[src/rtl/button_press_decoder.sv]
// ---------------------------------------------------------------------------
// button_press_decoder
//   Turns one debounced button level into single-cycle classified events.
//   A press that is released before LONG_CNT cycles gives short_press_o.
//   Holding for LONG_CNT cycles gives long_press_o. Holding past that gives
//   repeat_o every REPEAT_CNT cycles. Every physical press produces exactly
//   one short or long event.
//
// Ports
//   clk_i          system clock; all logic changes on the rising edge
//   reset_i        synchronous, active-high reset
//   db_i           debounced button level, 1 = pressed
//   short_press_o  1-cycle pulse: released before the long threshold
//   long_press_o   1-cycle pulse: long threshold reached
//   repeat_o       1-cycle pulse every REPEAT_CNT cycles after long_press_o
//   held_o         level: a press is currently being tracked
// ---------------------------------------------------------------------------
module button_press_decoder #(
  parameter int CW         = 28,
  parameter int LONG_CNT   = 100_000_000,
  parameter int REPEAT_CNT = 20_000_000
) (
  input  logic clk_i,
  input  logic reset_i,
  input  logic db_i,
  output logic short_press_o,
  output logic long_press_o,
  output logic repeat_o,
  output logic held_o
);

  typedef enum logic [1:0] {IDLE, PRESS, LONG} state_e;

  localparam logic [CW-1:0] LONG_TC = CW'(LONG_CNT - 1);
  localparam logic [CW-1:0] REP_TC  = CW'(REPEAT_CNT - 1);

  state_e        state_q;
  logic [CW-1:0] cnt_q;
  logic          db_q;

  always_ff @(posedge clk_i) begin
    if (reset_i) begin
      state_q       <= IDLE;
      cnt_q         <= '0;
      // db_q resets high so that a button held through reset shows no
      // rising edge. It must be released and pressed again.
      db_q          <= 1'b1;
      short_press_o <= 1'b0;
      long_press_o  <= 1'b0;
      repeat_o      <= 1'b0;
      held_o        <= 1'b0;
    end else begin
      db_q          <= db_i;
      short_press_o <= 1'b0;
      long_press_o  <= 1'b0;
      repeat_o      <= 1'b0;
      case (state_q)
        IDLE: begin
          cnt_q <= '0;
          if (db_i && !db_q) begin
            state_q <= PRESS;
            held_o  <= 1'b1;
          end
        end
        PRESS: begin
          // A release wins over a terminal count that lands on the same edge.
          if (!db_i) begin
            short_press_o <= 1'b1;
            held_o        <= 1'b0;
            state_q       <= IDLE;
            cnt_q         <= '0;
          end else if (cnt_q == LONG_TC) begin
            long_press_o <= 1'b1;
            cnt_q        <= '0;
            state_q      <= LONG;
          end else begin
            cnt_q <= cnt_q + 1'b1;
          end
        end
        LONG: begin
          if (!db_i) begin
            held_o  <= 1'b0;
            state_q <= IDLE;
            cnt_q   <= '0;
          end else if (cnt_q == REP_TC) begin
            repeat_o <= 1'b1;
            cnt_q    <= '0;
          end else begin
            cnt_q <= cnt_q + 1'b1;
          end
        end
        default: begin
          state_q <= IDLE;
          cnt_q   <= '0;
          held_o  <= 1'b0;
        end
      endcase
    end
  end

endmodule

[config.mk]
export PLATFORM = sky130hd
export DESIGN_NAME = button_press_decoder
export DESIGN_NICKNAME = d
export VERILOG_FILES = /design/src/rtl/button_press_decoder.sv
export SDC_FILE = /design/constraint.sdc
export NUM_CORES = 1
export LEC_CHECK = 0
export BUFFER_PORTS_ARGS = -buffer_cell sky130_fd_sc_hd__buf_2
export CAP_MARGIN = 20
export CORE_UTILIZATION = 35
export CTS_BUF_LIST = sky130_fd_sc_hd__clkbuf_4
export DETAILED_ROUTE_END_ITERATION = 7
export MAX_ROUTING_LAYER = met4
export PLACE_DENSITY = 0.59
export SYNTH_ARGS = -nofsm -noshare
export SYNTH_HDL_FRONTEND = slang
export SYNTH_SLANG_ARGS = --single-unit
[constraint.sdc]
create_clock -name clk_i -period 3.29 [get_ports clk_i]
set_clock_uncertainty 0.15 [all_clocks]
set_input_delay 0.658 -clock clk_i [delete_from_list [all_inputs] [get_ports clk_i]]
set_output_delay 0.658 -clock clk_i [all_outputs]
set_load 0.005 [all_outputs]
==> metrics.cfg, run 1 <==
[synth]
synthCells = 188
yosysSeqAreaShare_pct = 43.1
synth_cell_type_count = 29
yosysMostFrequentCell = nor2_1
synth_edf_count = 0
syn_nets = 195
synthesis.area_um2 = 1630
synth_top_area_cell = dfxtp_1
synth.avg_cell_area_um2 = 8.65
synth_top_family_by_area = simple AND/OR/NAND/NOR gates
synth_top_area_share_pct = 43.1
async_reset_ff_share_pct = 0
synthAdderAreaFrac_pct = 3.08
yosys_warnings = 0
yosys-top-cells-area = dfxtp_1 (43%), xnor2_1 (11%), nor2_1 (8.3%)
synth_compound_area_share_pct = 4.15
synth-xor-area-share_pct = 14.0
synth_ff_type = dfxtp_1
synthMuxAreaShare_pct = 0.615
yosys.area_share.simple_pct = 31.5
synth_seq_cells = 35
ys_top_cells_by_count = nor2_1 (36), dfxtp_1 (35), xnor2_1 (20)

[worst_hold_path]
hp-class = flip-flop to flip-flop

[clock_network]
clk_pin_slew_ns = 0.10
clock-root-buffer = clkbuf_4
cts_buffer_depth = 2
cts_setup_buffers = 0
cts_buffers = 5
hold_buffers = 0
cts_tree = built
insertion_delay_ns = 0.34
cts_resized = 0
htreeDepth = 2
clock_sinks = 35

[power_and_ir_drop]
power_switching_share_pct = 24.9
clkPwrFrac_pct = 31.5
p_leak_nw = 0.550
p_seq_share_pct = 60.4
ir_worst_vdd_uv = 192
p_int_uw = 541
p_switching_uw = 179
powerDensity_nw_per_um2 = 411
p_comb_share_pct = 8.1

[drt]
routedWlPerCell_um = 12.7
num_vias = 1289
drtPass1Iterations = 4
drt_iter0_markers = 83
vias_per_cell = 5.14
drc = 0
ant_nets = 0
routed_wl_mm = 3.18

[timing]
worst_slew_pin_slew_ns = 0.422
finalHoldViolations = 0
rsz0062_at_grt = false
setup_viol = 0
tns_ns = 0
clock.fmax_ghz = 0.429
period_share_pct = 70.9
drv_slew = 0
maxSlewHeadroom_pct = 71.6
period_needed_ns = 2.33

[global_route]
antenna_found_initial = 0
overflow = 0
grt_pass1_wl_mm = 5.62
grt_start_max_net_pins = 23
grt_usage_pct = 14.8
grt_pass1_vias = 1265

[floorplan]
core_region_area_um2 = 4410
die_w_um = 70.2
die_y_um = 70.2
io_pins = 7
initial_core_util_pct = 36.8
dieArea_um2 = 4920
row_count = 24

[setup_path]
cp.required_ns = 3.36
critical_path.max_fanout = 22
max_stage_delay_ns = 0.56
end_kind = flip-flop
cp_num_buf_inv = 1
arrival_ns = 2.40
slowest_stage = or4b_1
crit_family = compound AO/OA/AOI/OAI gates
path_cells = or4b_1 > o31a_1 > o311ai_4 > buf_4 > nor2_1
startpoint_type = flip-flop
worstSetupPathType = flip-flop to flip-flop

[placed_design]
io_buffers = 6
globalplace.congestion = 0.821
dpl.hpwl_mm = 2.25

[finish]
final_util_pct = 39.7
area_growth_syn_to_layout_pct = 7.62
fillers = 455
antenna_cells_inserted = 0
drive_gt1_share_pct = 7.54
nets = 205

[run]
maxCapViolCount = 0

[run_status]
status = completed

==> placed cells by master (no fill, tap or decap), types with 5 or more instances in the layout <==
cell / n
dfxtp_1: 35
buf_2: 6
nand2_1: 15
inv_1: 7
nor4_1: 5
nor3_1: 10
nand4_1: 6
nand3_1: 12
xnor2_1: 20
clkbuf_4: 6
xor2_1: 6
and3_1: 7
nor2_1: 36
==> power groups by stage <==
stage / Combinational (mW) / Sequential [mW] / Clock, mW
finish: 0.0580 / 0.435 / 0.227
global route: 0.0668 / 0.437 / 0.248
CTS: 0.0588 / 0.435 / 0.235
detailed placement: 0.0582 / 0.445 / 0
global placement: 0.0581 / 0.445 / 0
floorplan: 0.0457 / 0.445 / 0
==> cells by family after synthesis <==
family	Yosys count
buffers and inverters	11
DFF	35
adders and majority gates	4
muxes	1
and+or+nand+nor	103
xor gates and xnor gates	26
AOI/OAI and AO/OA	8
==> routing by layer <==
metal  track usage, %  up-vias  part of all wire (%)  routed length (um)
li1                 -      665                     -                   -
met1             18.5      588                    49                1570
met2             23.1       29                    44                1410
met3             3.90        7                   4.5                 142
met4             5.33        0                   1.7                  55
met5                -        -                     0                   0
==> worst paths after layout <==
| check | start | to | slack (ns) | depth (start not counted) |
|---|---|---|---|---|
| max reg2reg | cnt_q[9] | cnt_q[14] | 0.96 | 5 |
| max | cnt_q[9] | cnt_q[14] | 0.96 | 5 |
| min | cnt_q[0] | cnt_q[0] | 0.34 | 1 |
| min reg2reg | cnt_q[0] | cnt_q[0] | 0.34 | 1 |
==> stage by stage <==
step	instance area (um^2)	instances	worst slack [ns]	hold WS [ns]	power [mW]
final	1750	251	0.958	0.337	0.720
after global routing	1750	251	0.813	0.364	0.752
after CTS	1750	251	0.951	0.342	0.729
after detailed placement	1700	243	0.966	0.323	0.503
after global placement	1700	243	0.977	0.299	0.503
after floorplan	1630	188	1.23	0.276	0.490
==> final cells by class <==
| cell class | instances | area (um^2) | share of cell area, % |
|---|---|---|---|
| inverter | 7 | 26.3 | 1.50 |
| multi-input combinational | 142 | 868 | 49.6 |
| timing repair buffer | 7 | 37.5 | 2.14 |
| clock buffer | 6 | 45.0 | 2.57 |
| clock inverter | 2 | 7.51 | 0.429 |
| tap | 52 | 65.1 | 3.72 |
| sequential | 35 | 701 | 40.0 |
==> sequential cells by signal, indices dropped and copies added (netlist names) <==
signal and flops:
cnt_q 28, db_q 1, held_o 1, long_press_o 1, repeat_o 1, short_press_o 1, state_q 2
No activity file was read; power rests on OpenSTA's default activity.
==> run 2: changes to the inputs <==
Clock period 3.29 ns to 2.3 ns, I/O delays scaled along.
==> run 2 against run 1 <==
Sequential share of layout area is 1.5 points lower. Largest power group unchanged. Critical path depth stayed put. Critical endpoint is now cnt_q[11]. Wire length shrank 1.3%.
==> metrics.cfg, run 2 (synthesis gave the netlist of run 1 again) <==
[timing]
rsz0062_at_grt = false
tns_ns = 0  ; unchanged
finalHoldViolations = 0  ; unchanged
clock.fmax_ghz = 0.478  ; +11%
worst_slack_ns = 0.206  ; -0.752 ns
maxSlewHeadroom_pct = 72.4  ; +0.72 points
setup_viol = 0  ; unchanged
period_needed_ns = 2.09  ; -0.238 ns
drv_slew = 0  ; unchanged
period_share_pct = 91.0  ; +20 points
worst_slew_pin_slew_ns = 0.412  ; -0.0101 ns

[run]
maxCapViolCount = 0  ; unchanged

[setup_path]
arrival_ns = 2.18  ; -0.22 ns
startpoint_type = flip-flop
timing.rr.end = cnt_q[11]
max_stage_delay_ns = 0.56  ; about the same
r2r_start = cnt_q[9]
r2r_setup_slack_ns = 0.21  ; -0.75 ns
crit_family = compound AO/OA/AOI/OAI gates
critical_path.max_fanout = 24  ; +9.1%
path_cells = or4b_1 > o31a_1 > o311ai_4 > buf_12 > nor2_1
slowest_stage = or4b_1
cp_num_buf_inv = 1  ; unchanged
end_kind = flip-flop
worstRegToRegCells = 5  ; unchanged
cp.required_ns = 2.39  ; -0.97 ns
worstSetupPathType = flip-flop to flip-flop

[global_route]
grt_pass1_wl_mm = 5.57  ; -0.98%
overflow = 0  ; unchanged
antenna_found_initial = 0  ; unchanged
grt_usage_pct = 14.9  ; +0.075 points
grt_use_met3_pct = 3.90  ; unchanged
grt_pass1_vias = 1228  ; -2.9%
globalRouteMet2Util_pct = 21.6  ; -1.5 points
grtUsageMet1_pct = 18.9  ; +0.38 points
grt_start_max_net_pins = 25  ; +8.7%
grt.busiest_layer = met2

[finish]
drive_gt1_share_pct = 11.7  ; +4.2 points
final_cells = 257  ; +2.4%
top_regs = cnt_q x28, state_q x2
fillers = 458  ; +0.66%
antenna_cells_inserted = 0  ; unchanged
final_cell_mix = nor2_1 (36), dfxtp_1 (35), xnor2_1 (20), nand2_1 (15), nand3_1 (12)
final_util_pct = 41.2  ; +1.6 points
area_growth_syn_to_layout_pct = 11.8
mostFrequentLayoutCell = nor2_1
nets = 211  ; +2.9%
regMostFlops = cnt_q
largest_reg_flops = 28  ; unchanged

[floorplan]
dieArea_um2 = 4920  ; unchanged
die_w_um = 70.2  ; unchanged
initial_core_util_pct = 36.8  ; unchanged
die_y_um = 70.2  ; unchanged
core_region_area_um2 = 4410  ; unchanged
row_count = 24  ; unchanged
io_pins = 7  ; unchanged

[placed_design]
io_buffers = 6  ; unchanged
dp_slack_ns = 0.213  ; -0.754 ns
globalplace.congestion = 0.749  ; -8.8%
post-place-cells = 249  ; +2.5%
dpl.hpwl_mm = 2.24  ; -0.75%

[worst_hold_path]
hp-class = primary input to flip-flop
holdPathStages = 2  ; +1
hold_start = reset_i
hold_end = held_o

[power_and_ir_drop]
ir_worst_vdd_uv = 333  ; +73%
p_leak_nw = 0.593  ; +7.7%
p_total_mw = 1.06  ; +47%
powerDensity_nw_per_um2 = 582  ; +41%

[drt]
ant_nets = 0  ; unchanged
routed_wl_mm = 3.14  ; -1.3%
drtPass1Iterations = 4  ; unchanged
drc = 0  ; unchanged
num_vias = 1278  ; -0.85%
routedWlPerCell_um = 12.2  ; -3.6%
vias_per_cell = 4.97  ; -3.2%
drt_iter0_markers = 77  ; -7.2%

[clock_network]
clock_sinks = 35  ; unchanged
cts_buffer_depth = 2  ; unchanged
clock-root-buffer = clkbuf_4
clk_pin_slew_ns = 0.11  ; about the same
insertion_delay_ns = 0.35  ; about the same
cts_buffers = 5  ; unchanged
cts_tree = built
hold_buffers = 0  ; unchanged
htreeDepth = 2  ; unchanged

[run_status]
status = completed

[run 2: power breakdown]
group / internal, mW / leakage (nW) / switching [mW] / total [mW]
clock: 0.143 / 0.0361 / 0.206 / 0.349
sequential: 0.616 / 0.282 / 0.00661 / 0.623
combinational: 0.0354 / 0.274 / 0.0514 / 0.0869
[run 2: worst max path at each step]
stage | start | to | slack, ns | cells after the start
final | cnt_q[9] | cnt_q[11] | 0.21 | 5
after global routing | cnt_q[5] | cnt_q[27] | 0.04 | 5
after CTS | cnt_q[20] | cnt_q[13] | 0.18 | 6
after detailed placement | cnt_q[0] | cnt_q[24] | 0.21 | 6
after global placement | cnt_q[20] | cnt_q[6] | 0.18 | 6
after floorplan | cnt_q[12] | cnt_q[27] | 0.24 | 5
[run 2: stage by stage]
stage / cell area [um^2] / hold slack, ns
2_1_floorplan: 1630 / 0.276
3_3_place_gp: 1760 / 0.293
3_5_place_dp: 1760 / 0.301
4_1_cts: 1810 / 0.150
5_1_grt: 1820 / 0.167
6_report: 1820 / 0.161
[run 2: per-layer routing]
metal,up-vias,part of all wire [%]
met2,26,44
met1,568,49
li1,676,-
met3,8,4.5
met4,0,2.5
met5,-,0
[run 2: area by class of cell]
class                   instances  area [um^2]  share of cell area [%]
clock inverters                 1         5.00                   0.275
inverters                       7         26.3                    1.44
repair buffers                 13         95.1                    5.23
clock buffers                   7         52.6                    2.89
multi-input cells             142          875                    48.1
flip-flops and latches         35          701                    38.5
well taps                      52         65.1                    3.58
[run 2: timing repair]
item	in CTS	in global routing
endpoints found under the setup margin	0	6
gates resized for setup	0	1
setup buffers	0	0
==> run 3: changes to the inputs <==
Settings changed: CTS_BUF_LIST sky130_fd_sc_hd__clkbuf_4 to unset, RECOVER_POWER set to 25.
Clock period 2.3 ns to 2 ns, I/O delays scaled along.
==> run 3 against run 2 <==
Critical path type unchanged. Critical path depth up 1. Count of clock-buffer cells in the layout down 1. Non-clock buffer count is 24 higher. Critical endpoint is now cnt_q[24]. Hold slack better by 0.019 ns. Global-route usage increased by 0.68 points. Combinational power grew 29%. The run now ends with setup timing left. Sequential share of layout area decreased by 4.8 points. Largest power group unchanged. Fmax rose by 4.2%. Design area rose by 14%. Total power is 26% higher. Sequential power increased by 15%.
==> metrics.cfg, run 3 (synthesis gave the netlist of run 1 again) <==
[global_route]
grt_pass1_wl_mm = 5.86  ; +5.2%
grt_usage_pct = 15.6  ; +0.68 points
antenna_found_initial = 0  ; unchanged
overflow = 0  ; unchanged
grt_pass1_vias = 1341  ; +9.2%
grt_start_max_net_pins = 15  ; -40%

[finish]
final_cells = 280  ; +8.9%
fin_area_um2 = 2080  ; +14%
drive_gt1_share_pct = 23.2  ; +12 points
fillers = 443  ; -3.3%
regMostFlops = cnt_q
top_regs = cnt_q x28, state_q x2
nets = 235  ; +11%
largest_reg_flops = 28  ; unchanged
mostFrequentLayoutCell = nor2_1
final_cell_mix = nor2_1 (36), dfxtp_1 (34), buf_4 (28), xnor2_1 (20), nand2_1 (15)
area_growth_syn_to_layout_pct = 28.0
final_util_pct = 47.2  ; +6.0 points
antenna_cells_inserted = 0  ; unchanged

[power_and_ir_drop]
p_leak_nw = 0.743  ; +25%
p_switching_uw = 312  ; +18%
ir_worst_vdd_uv = 463  ; +39%
p_seq_share_pct = 53.4  ; -5.4 points
p_comb_share_pct = 8.3  ; about the same
clkPwrFrac_pct = 38.2  ; +5.2 points
p_total_mw = 1.34  ; +26%
p_int_mw = 1.03  ; +29%
powerDensity_nw_per_um2 = 643  ; +11%
power_switching_share_pct = 23.3  ; -1.7 points

[clock_network]
cts_tree = built
hold_buffers = 0  ; unchanged
cts_buffers = 5  ; unchanged
htreeDepth = 2  ; unchanged
clock-root-buffer = clkbuf_8
insertion_delay_ns = 0.28  ; -0.07 ns
cts_buffer_depth = 2  ; unchanged
clk_pin_slew_ns = 0.07  ; -0.04 ns
clock_sinks = 35  ; unchanged

[setup_path]
end_kind = flip-flop
arrival_ns = 2.03  ; -0.15 ns
startpoint_type = flip-flop
critical_path.max_fanout = 14  ; -42%
worstRegToRegCells = 6  ; +1
cp.required_ns = 2.02  ; -0.37 ns
worstSetupPathType = flip-flop to flip-flop

[drt]
drt_iter0_markers = 60  ; -22%
vias_per_cell = 4.96  ; -0.24%
routed_wl_mm = 3.47  ; +10%
drtPass1Iterations = 4  ; unchanged
drc = 0  ; unchanged
routedWlPerCell_um = 12.4  ; +1.3%
num_vias = 1389  ; +8.7%
ant_nets = 0  ; unchanged

[timing]
worst_slew_pin_slew_ns = 0.421  ; +0.00953 ns
drv_slew = 0  ; unchanged
setup_viol = 20  ; +20
period_needed_ns = 2.01  ; -0.0843 ns
period_share_pct = 100  ; +9.4 points
rsz0062_at_grt = true
finalHoldViolations = 0  ; unchanged
clock.fmax_ghz = 0.498  ; +4.2%
maxSlewHeadroom_pct = 71.7  ; -0.64 points
worst_slack_ns = -0.00940  ; -0.216 ns
holdWs_ns = 0.180  ; +0.0186 ns

[placed_design]
post-place-cells = 271  ; +8.8%
io_buffers = 6  ; unchanged
dpl.hpwl_mm = 2.41  ; +7.9%
place_area_um2 = 1930  ; +9.7%
globalplace.congestion = 0.765  ; +2.1%

[floorplan]
initial_core_util_pct = 36.8  ; unchanged
die_w_um = 70.2  ; unchanged
row_count = 24  ; unchanged
die_y_um = 70.2  ; unchanged
io_pins = 7  ; unchanged
dieArea_um2 = 4920  ; unchanged
core_region_area_um2 = 4410  ; unchanged

[run_status]
status = finished, violations left
violations = setup timing

[worst_hold_path]
hp-class = primary input to flip-flop
holdPathStages = 2  ; unchanged

[run]
maxCapViolCount = 0  ; unchanged

run 3: worst max-delay path, stage by stage (launching register included):
cell and delay (ns):
dfxtp_2 0.35, or4b_4 0.54, o31a_1 0.29, o311ai_4 0.23, buf_6 0.17, buf_12 0.14, nor2_1 0.05
run 3: what timing repair did:
| action | 4_1_cts | 5_1_grt |
|---|---|---|
| hold endpoints to repair | 0 | 0 |
| pin swaps | 1 | 1 |
| buffers inserted | 1 | 0 |
| gates resized for setup | 4 | 4 |
| gates cloned | 1 | 0 |
| setup endpoints to repair | 28 | 30 |
run 3: area by class of cell:
class                   count  area [um^2]  share of cell area, %
repair buffers             37          298                   14.3
clock buffers               6         82.6                   3.97
well taps                  52         65.1                   3.12
inverters                   7         26.3                   1.26
clock inverters             1         5.00                  0.240
flip-flops and latches     35          702                   33.7
multi-input cells         142          903                   43.4
run 3: path summary, 6_finish.rpt:
kind,slack [ns],from,end
hold reg to reg,0.33,held_o,held_o
hold / removal,0.18,reset_i,held_o
setup reg to reg,-0.009,cnt_q[9],cnt_q[24]
setup / recovery,-0.009,cnt_q[9],cnt_q[24]
run 3: per-stage QoR:
stage          TNS [ns]  worst slack [ns]
5_1_grt           -1.66           -0.0698
4_1_cts               0           0.00371
3_5_place_dp     -0.705           -0.0324
3_3_place_gp    -0.0685           -0.0105
6_report        -0.0774          -0.00940
2_1_floorplan    -0.703           -0.0378
run 3: metal layers:
layer	up-vias	part of all wire, %	global-route usage, %
met4	0	1.0	5.33
met5	-	0	-
li1	724	-	-
met2	17	47	24.0
met1	643	49	19.9
met3	5	3.6	3.90
run 3: power groups by stage:
stage	combinational, mW	clock, mW	sequential (mW)
4_1_cts	0.111	0.527	0.716
6_report	0.112	0.512	0.716
3_3_place_gp	0.100	0	0.731
5_1_grt	0.122	0.558	0.717
2_1_floorplan	0.0756	0	0.731
3_5_place_dp	0.100	0	0.732
